==> src/rtl/lut_sweep_pkg.sv <==
// Shared types and constants for the LUT4 sweep controller.
package lut_sweep_pkg;
    localparam int MAX_IN = 4;
    localparam int TT_W = 16;

    typedef enum logic [2:0] {
        ST_IDLE,
        ST_SETTLE,
        ST_SAMPLE,
        ST_CHECK,
        ST_DONE
    } state_e;

    function automatic logic [3:0] lowest_set(input logic [TT_W-1:0] v);
        lowest_set = '0;
        for (int i = TT_W - 1; i >= 0; i--) begin
            if (v[i]) lowest_set = 4'(i);
        end
    endfunction
endpackage

==> src/rtl/lut_vec_gen.sv <==
// Sweep index counter and applied-vector generator.
// LUT_SWEEP_GRAY_EN selects Gray-code vector order.
module lut_vec_gen #(
    parameter int N_IN = 2
) (
    input  logic            clk,
    input  logic            rst_n,
    input  logic            clear,
    input  logic            advance,
    output logic [N_IN-1:0] vec,
    output logic            last
);
    logic [N_IN-1:0] idx_q;

    always_ff @(posedge clk or negedge rst_n) begin
        if (!rst_n) begin
            idx_q <= '0;
        end else if (clear) begin
            idx_q <= '0;
        end else if (advance) begin
            idx_q <= idx_q + N_IN'(1);
        end
    end

    // Terminal flag tracks the index, not the vector, so Gray order ends on time
    assign last = &idx_q;

`ifdef LUT_SWEEP_GRAY_EN
    assign vec = idx_q ^ (idx_q >> 1);
`else
    assign vec = idx_q;
`endif
endmodule

==> src/rtl/lut_sweep_ctrl.sv <==
// Configures one LUT4, sweeps its inputs and checks the responses.
// Optional LUT_SWEEP_GRAY_EN applies vectors in Gray-code order.
module lut_sweep_ctrl #(
    parameter int N_IN   = 2,
    parameter int SETTLE = 1
) (
    input  logic        clk,
    input  logic        rst_n,
    input  logic        cfg_valid,
    output logic        cfg_ready,
    input  logic [15:0] cfg_init,
    input  logic [15:0] cfg_expect,
    input  logic        start,
    output logic [15:0] lut_cfg,
    output logic [3:0]  lut_in,
    input  logic        lut_out,
    output logic        busy,
    output logic        done,
    output logic        pass,
    output logic [15:0] result,
    output logic [3:0]  fail_idx
);
    import lut_sweep_pkg::*;

    localparam int NV = 1 << N_IN;
    localparam logic [TT_W-1:0] MASK = TT_W'((33'h1 << NV) - 33'h1);
    localparam int SW = (SETTLE > 1) ? $clog2(SETTLE) : 1;
    localparam logic [SW-1:0] SC_LAST = SW'((SETTLE > 0) ? SETTLE - 1 : 0);
    localparam state_e FIRST = (SETTLE == 0) ? ST_SAMPLE : ST_SETTLE;

    state_e          state_q;
    logic [SW-1:0]   sc_q;
    logic            cfg_ready_q, busy_q, done_q, pass_q, loaded_q;
    logic [TT_W-1:0] lut_cfg_q, expect_q, result_q, diff_d;
    logic [3:0]      fail_idx_q;
    logic [N_IN-1:0] vec;
    logic            last, idle_ph, cfg_acc, start_acc, advance, drive;

    assign idle_ph   = (state_q == ST_IDLE) || (state_q == ST_DONE);
    assign cfg_acc   = idle_ph && cfg_valid;
    assign start_acc = idle_ph && !cfg_valid && start && loaded_q;
    assign advance   = (state_q == ST_SAMPLE) && !last;
    assign drive     = (state_q == ST_SETTLE) || (state_q == ST_SAMPLE);
    assign diff_d    = (result_q ^ expect_q) & MASK;

    lut_vec_gen #(.N_IN(N_IN)) u_vec (
        .clk     (clk),
        .rst_n   (rst_n),
        .clear   (start_acc),
        .advance (advance),
        .vec     (vec),
        .last    (last)
    );

    always_ff @(posedge clk or negedge rst_n) begin
        if (!rst_n) begin
            state_q     <= ST_IDLE;
            sc_q        <= '0;
            cfg_ready_q <= 1'b1;
            busy_q      <= 1'b0;
            done_q      <= 1'b0;
            pass_q      <= 1'b0;
            loaded_q    <= 1'b0;
            lut_cfg_q   <= '0;
            expect_q    <= '0;
            result_q    <= '0;
            fail_idx_q  <= '0;
        end else begin
            unique case (state_q)
                ST_IDLE, ST_DONE: begin
                    if (cfg_acc) begin
                        lut_cfg_q <= cfg_init;
                        expect_q  <= cfg_expect;
                        loaded_q  <= 1'b1;
                        done_q    <= 1'b0;
                        pass_q    <= 1'b0;
                        state_q   <= ST_IDLE;
                    end else if (start_acc) begin
                        state_q     <= FIRST;
                        sc_q        <= '0;
                        result_q    <= '0;
                        busy_q      <= 1'b1;
                        cfg_ready_q <= 1'b0;
                        done_q      <= 1'b0;
                        pass_q      <= 1'b0;
                    end
                end
                ST_SETTLE: begin
                    if (sc_q == SC_LAST) state_q <= ST_SAMPLE;
                    else sc_q <= sc_q + SW'(1);
                end
                ST_SAMPLE: begin
                    result_q[vec] <= lut_out;
                    sc_q          <= '0;
                    state_q       <= last ? ST_CHECK : FIRST;
                end
                ST_CHECK: begin
                    pass_q      <= (diff_d == '0);
                    fail_idx_q  <= lowest_set(diff_d);
                    busy_q      <= 1'b0;
                    done_q      <= 1'b1;
                    cfg_ready_q <= 1'b1;
                    state_q     <= ST_DONE;
                end
                default: state_q <= ST_IDLE;
            endcase
        end
    end

    assign cfg_ready = cfg_ready_q;
    assign busy      = busy_q;
    assign done      = done_q;
    assign pass      = pass_q;
    assign lut_cfg   = lut_cfg_q;
    assign result    = result_q;
    assign fail_idx  = fail_idx_q;
    assign lut_in    = drive ? MAX_IN'(vec) : '0;
endmodule

==> config.mk <==
export PLATFORM = sky130hd
export DESIGN_NAME = lut_sweep_ctrl
export DESIGN_NICKNAME = d
export VERILOG_FILES = /design/src/rtl/lut_sweep_pkg.sv /design/src/rtl/lut_vec_gen.sv /design/src/rtl/lut_sweep_ctrl.sv
export SDC_FILE = /design/constraint.sdc
export NUM_CORES = 1
export LEC_CHECK = 0
export CELL_PAD_IN_SITES_DETAIL_PLACEMENT = 1
export CELL_PAD_IN_SITES_GLOBAL_PLACEMENT = 1
export CORE_MARGIN = 2
export CORE_UTILIZATION = 28
export DETAILED_ROUTE_END_ITERATION = 10
export GPL_ROUTABILITY_DRIVEN = 0
export PLACE_DENSITY = 0.8
export SLEW_MARGIN = 15
export SYNTH_ARGS = -nofsm -noshare
export SYNTH_HDL_FRONTEND = slang
export SYNTH_HIERARCHICAL = 1
export SYNTH_SLANG_ARGS = --single-unit
==> constraint.sdc <==
create_clock -name clk -period 1.4 [get_ports clk]
set_input_delay 0.14 -clock clk [delete_from_list [all_inputs] [get_ports clk]]
set_output_delay 0.14 -clock clk [all_outputs]
set_load 0.1 [all_outputs]
==> results of run 1 <==
cell families after synthesis:
logic type | share of synthesized area (%)
other cells | 0.219
buf+inv | 10.3
flops | 52.7
compound gates | 5.99
xor+xnor | 3.07
mux | 16.1
simple gates | 11.0
fa+ha+maj | 0.730
what timing repair did:
| item | in CTS | in global routing |
|---|---|---|
| endpoints found under the setup margin | 22 | 33 |
| resized for setup | 9 | 40 |
| hold buffers | 1 | 0 |
| endpoints found under the hold margin | 22 | 0 |
| gates cloned | 3 | 0 |
| setup buffers | 3 | 5 |
| pin swaps | 1 | 3 |
placed cells by master (no fill, tap or decap), drive strengths merged, types with 5 or more instances in the layout:
cell / count
buf: 47
and2: 6
a21oi: 5
clkbuf: 6
mux2: 20
dfrtp: 35
clkdlybuf4s50: 23
mux2i: 5
nand2: 10
nor2: 6
conb: 16
worst max path at each step:
stage | from | to | slack [ps]
after floorplan | state_q[0] | lut_in[0] | -80
after global placement | cfg_valid | lut_cfg[8] | -180
after detailed placement | cfg_valid | lut_cfg[11] | -220
after CTS | state_q[0] | lut_in[1] | -170
after global routing | state_q[0] | lut_in[1] | -250
final | state_q[0] | lut_cfg[12] | -180
per-stage QoR:
step	setup TNS [ps]	instance area [um2]	instances
5_1_grt	-5490	2970	290
3_5_place_dp	-4270	2590	270
3_3_place_gp	-3630	2590	270
6_report	-3720	2970	290
2_1_floorplan	-126	1810	154
4_1_cts	-439	2780	285
registers in the layout, summed over array words and instances (netlist names), 2 cells and up:
register / flops
lut_cfg: 16
u_vec/vec: 2
fail_idx: 2
result: 4
state_q: 3
expect_q: 4
per-layer routing:
metal,vias to the layer above,global-route usage (%)
met1,630,15.4
met3,7,5.98
met4,0,3.50
met5,-,0
li1,593,-
met2,48,24.4
layout make-up:
type | instances | area share [%]
clock buffers | 6 | 2.44
clock inverters | 2 | 1.18
inverters | 1 | 0.126
multi-input cells | 99 | 29.6
flip-flops and latches | 36 | 30.8
well taps | 75 | 3.16
repair buffers | 71 | 32.7
==> metrics.md, run 1 <==
| Metric | Value |
|---|---|
| WP data required | `1580 ps` |
| Number of inserted diodes | `0` |
| R2r worst-path depth | `5` |
| Final Max Tran Viols | `0` |
| Post-synth EDFFs | `0` |
| Antenna violations before repair | `0` |
| Die area | `roughly 0.0068 mm2` |
| Worst Path Buf+Inv | `2` |
| R2R Setup Slk | `-180 ps` |
| CTS H-tree depth | `2` |
| Register area | `about 910 um2` |
| Post-synthesis sequential area ratio | `52.7%` |
| Worst hold path type | `in -> async` |
| Iter 0 DRT Violations | `25` |
| Fillers | `about 610` |
| Fraction of layout instances using a drive strength above 1 | `around 47%` |
| Site Rows | `28` |
| Via count | `1278` |
| Drt total wl | `between 4 and 5 mm` |
| Die X | `roughly 80 um` |
| Die height | `82.2 um` |
| Placed wire-length estimate | `around 3.0 mm` |
| R2r endpoint | `lut_cfg[12]` |
| CTS clk-pin slew, worst paths | `roughly 80 ps` |
| Crit. path cell count | `5` |
| Highest metal used | `met4` |
| Final ANT Viol Nets | `0` |
| Worst clock skew | `a little over 7 ps` |
| Max Cap Violations | `0` |
| Initial core utilization | `roughly 29%` |
| Fmax | `about 0.63 GHz` |
| Crit Path Max Fanout | `6` |
| Top Family by Delay on Critical Path | `simple AND/OR/NAND/NOR gates` |
| Final hold violations | `0` |
| Root Driver | `clkbuf_8` |
| Gr usage total | `~14%` |
| CTS tree | `done` |
| Worst Hold Slack | `between 300 and 400 ps` |
| Clock Sinks | `36` |
| Relative slew slack | `62.0%` |
| Crit Path Category | `reg -> reg` |
| Top cell type's share of synthesized area | `51.1%` |
| Met3 wire length | `roughly 350 um` |
| Final Util | `50.2%` |
| Synthesis Warnings | `6` |
| Inserted Clock Buffers | `5` |
| PortBufs | `52` |
| CP startpoint kind | `register` |
| CP arrival | `approximately 1800 ps` |
| M1 wire length | `about 1.9 mm` |
| Vias in the first global route | `1378` |
| Min setup slack post-route | `-175 ps` |
| CP max stage cell | `dfrtp_1` |
| RSZ-0062 raised after global routing | `true` |
| Register bit total from synthesis | `36` |
| First-pass GRT wire length | `6.87 mm` |
| Max Root-Sink Buffers | `2` |
| Area of the mapped netlist | `between 0.0015 and 0.002 mm2` |
| Asr flop ratio synth | `between 90% and 100%` |
| GRT overflow | `0` |
| Vias per inst | `around 4.4` |
| Worst-Margin Slew | `570 ps` |
| CP dominant cell by count | `buf_4` |
| Largest net degree at the start of global routing | `26` |
| Final period utilization | `113%` |
| Worst skew pair latency | `290 ps` |
| DRC | `0` |
| Status | `finished, violations left` |
| Min Tclk post-route | `between 1500 and 2000 ps` |
| Average wire per standard cell | `16.0 um` |
| Ranking of synthesized cells by area | `dfrtp_1, mux2_2, buf_4` |
| Top cells by count, synth | `dfrtp_1, mux2_2, buf_4` |
| Syn_area_per_cell | `approximately 12 um2` |
| CP peak stage delay | `420 ps` |
| RR Startpoint | `state_q[0]` |
| Syn Inst Count | `approximately 140` |
| Violated checks | `setup timing` |
| Setup violations, final | `32` |
| CP Cell Sequence | `buf_4 -> buf_4 -> nor2_4 -> and2_4 -> mux2_4` |
| Initial DRT Pass Iterations | `2` |
| CP endpoint kind | `register` |
| Top Ports | `just over 80` |
| Synth area leader | `dfrtp_1` |
| Met2 WL | `between 2 and 2.5 mm` |
| Core area | `roughly 0.006 mm2` |
| Nets | `about 250` |
| Post-synth cell types | `32` |
| Dominant register cell in the synthesized netlist | `dfrtp_1` |
| Multi-input gate area | `881 um2` |
| Worst slack at placement | `-219 ps` |
| Area grow syn2layout | `73.5%` |
| Cell with the most instances after synthesis | `dfrtp_1` |
Power of run 1 is left out: the tool's default activity adds up to more than one toggle a clock period on the data nets, which glitch-free logic cannot reach.
==> run 2, diff against run 1 <==
--- a/config.mk
+++ b/config.mk
@@ -7,12 +7,12 @@
 export LEC_CHECK = 0
 export CELL_PAD_IN_SITES_DETAIL_PLACEMENT = 1
 export CELL_PAD_IN_SITES_GLOBAL_PLACEMENT = 1
-export CORE_MARGIN = 2
-export CORE_UTILIZATION = 28
+export CORE_UTILIZATION = 42
 export DETAILED_ROUTE_END_ITERATION = 10
+export DONT_BUFFER_PORTS = 1
 export GPL_ROUTABILITY_DRIVEN = 0
-export PLACE_DENSITY = 0.8
-export SLEW_MARGIN = 15
+export PLACE_DENSITY = 0.78
+export SLEW_MARGIN = 10
 export SYNTH_ARGS = -nofsm -noshare
 export SYNTH_HDL_FRONTEND = slang
 export SYNTH_HIERARCHICAL = 1
==> metrics.md, run 2 (same netlist as run 1, synthesis figures left out) <==
| Metric | Value |
|---|---|
| Nets | `235 (-6.7%)` |
| Iter 0 DRT Violations | `64 (+160%)` |
| R2R Setup Slk | `-70 ps (+110 ps)` |
| Crit Path Category | `reg -> out` |
| DRC | `0 (unchanged)` |
| Final ANT Viol Nets | `0 (unchanged)` |
| Number of inserted diodes | `0 (unchanged)` |
| Worst Hold Slack | `5.93 ps (-379 ps)` |
| Worst clock skew | `7.41 ps (+0.350 ps)` |
| CP Cell Sequence | `or2b_1 -> a21oi_2 -> and2_4` |
| GRT overflow | `0 (unchanged)` |
| Worst slack at placement | `-46.5 ps (+173 ps)` |
| Area grow syn2layout | `37.1%` |
| Largest net degree at the start of global routing | `37 (+42%)` |
| Initial DRT Pass Iterations | `4 (+2)` |
| Crit Path Max Fanout | `4 (-2)` |
| CP peak stage delay | `390 ps (-30 ps)` |
| Min Tclk post-route | `1600 ps (+29.0 ps)` |
| Gr usage total | `22.4% (+8.5 points)` |
| CTS tree | `done` |
| Max Cap Violations | `0 (unchanged)` |
| Drt total wl | `4.61 mm (-0.82%)` |
| CTS H-tree depth | `2 (unchanged)` |
| Setup violations, final | `23 (-28%)` |
| Top Ports | `81 (unchanged)` |
| PortBufs | `0 (-100%)` |
| Final hold violations | `0 (unchanged)` |
| CP endpoint kind | `output port` |
| Vias in the first global route | `1370 (-0.58%)` |
| Max reg flops | `16 (unchanged)` |
| Fillers | `382 (-37%)` |
| Placed wire-length estimate | `2.65 mm (-12%)` |
| Via count | `1249 (-2.3%)` |
| Root Driver | `clkbuf_8` |
| First-pass GRT wire length | `6.99 mm (+1.7%)` |
| Average wire per standard cell | `18.8 um (+17%)` |
| Die X | `65.9 um (-20%)` |
| Register area | `915 um2 (unchanged)` |
| Max Root-Sink Buffers | `2 (unchanged)` |
| Min setup slack post-route | `-204 ps (-29.0 ps)` |
| Vias per inst | `5.08 (+15%)` |
| Core area | `0.00380 mm2 (-36%)` |
| CP startpoint kind | `register` |
| Commonest non-fill, non-tap cell in the layout | `buf_4` |
| Die height | `65.9 um (-20%)` |
| Fraction of layout instances using a drive strength above 1 | `46.5% (-0.51 points)` |
| Most frequent cells in the layout | `buf_4, dfrtp_1, mux2_2` |
| Setup TNS | `-912 ps (+2810 ps)` |
| Initial core utilization | `45.1% (+16 points)` |
| Worst skew pair latency | `290 ps (about the same)` |
| Final period utilization | `115% (+2.1 points)` |
| CTS clk-pin slew, worst paths | `70 ps (about the same)` |
| Status | `finished, violations left` |
| CP arrival | `1460 ps (-300 ps)` |
| Die area | `0.00434 mm2 (-36%)` |
| CP max stage cell | `dfrtp_1` |
| WP data required | `1260 ps (-320 ps)` |
| Antenna violations before repair | `0 (unchanged)` |
| Final Max Tran Viols | `0 (unchanged)` |
| Multi-input gate area | `785 um2 (-11%)` |
| Fmax | `0.623 GHz (-1.8%)` |
| Site Rows | `22 (-21%)` |
| Violated checks | `setup timing` |
| Worst hold path type | `in -> reg` |
| Clock Sinks | `36 (unchanged)` |
| Inserted Clock Buffers | `5 (unchanged)` |
| RSZ-0062 raised after global routing | `true` |
==> run 2: cell count changes in the layout (fill, tap and decap cells not counted), moves of 2 or more <==
cell             delta
buf_4              +22
clkdlybuf4s50_1    -23
mux2_2             +19
nor2_1              +2
nor2_2              -2
buf_6               -2
o31ai_1             +2
buf_8               -2
mux2_4             -19
dlygate4sd3_1      +15
buf_12             -26
==> run 2: final cells by class <==
| cell class | instances | area share [%] |
|---|---|---|
| repair buffers | 54 | 20.4 |
| clock buffers | 6 | 3.09 |
| inverters | 1 | 0.160 |
| flip-flops and latches | 36 | 38.9 |
| multi-input cells | 99 | 33.4 |
| well taps | 48 | 2.56 |
| clock inverters | 2 | 1.49 |
==> run 2: final timing paths <==
kind	cells past startpoint	start	endpoint
min reg2reg	2	cfg_ready	cfg_ready
max in group asynchronous	2	rst_n	cfg_ready
max	3	state_q[1]	lut_in[1]
min	1	cfg_init[8]	lut_cfg[8]
max reg2reg	5	state_q[0]	u_vec/vec[1]
min in group asynchronous	2	rst_n	fail_idx[0]
==> run 2: what timing repair did <==
| action | CTS | global route |
|---|---|---|
| setup buffers | 2 | 2 |
| resized for setup | 12 | 6 |
| hold endpoints to repair | 48 | 3 |
| hold buffers | 14 | 3 |
| pin swaps | 4 | 4 |
| endpoints found under the setup margin | 25 | 32 |
| cloned | 3 | 0 |
==> run 2: stage by stage <==
step	instance area, um2	utilization (%)	cells
detailed placement	1950	51.3	214
finish	2350	61.8	246
floorplan	1810	-	154
CTS	2280	59.9	241
global route	2350	61.8	246
global placement	1950	51.3	214
==> run 2: worst max-delay path, delay by kind of cell, from the launching register on <==
kind             cells  cell delay [ps]
flip-flops           1              390
AND/OR/NAND/NOR      2              600
AO/OA/AOI/OAI        1              180
==> run 2: layer usage <==
layer | share of wire, % | up-vias | global-route usage, % | wire length (um)
met3 | 6.9 | 6 | 7.41 | 319
met1 | 35 | 627 | 24.1 | 1630
met2 | 57 | 52 | 41.2 | 2620
met4 | 0.95 | 0 | 6.52 | 44
li1 | - | 564 | - | -
met5 | 0 | - | 0 | 0
Power of run 2 is left out for the same reason.
==> run 3, diff against run 2 <==
--- a/config.mk
+++ b/config.mk
@@ -10,7 +10,6 @@
 export CORE_UTILIZATION = 42
 export DETAILED_ROUTE_END_ITERATION = 10
 export DONT_BUFFER_PORTS = 1
-export GPL_ROUTABILITY_DRIVEN = 0
 export PLACE_DENSITY = 0.78
 export SLEW_MARGIN = 10
 export SYNTH_ARGS = -nofsm -noshare
==> results of run 3 <==
Same layout as run 2: the final DEF is identical, and so are final timing and power.
Power of run 3 is left out for the same reason.
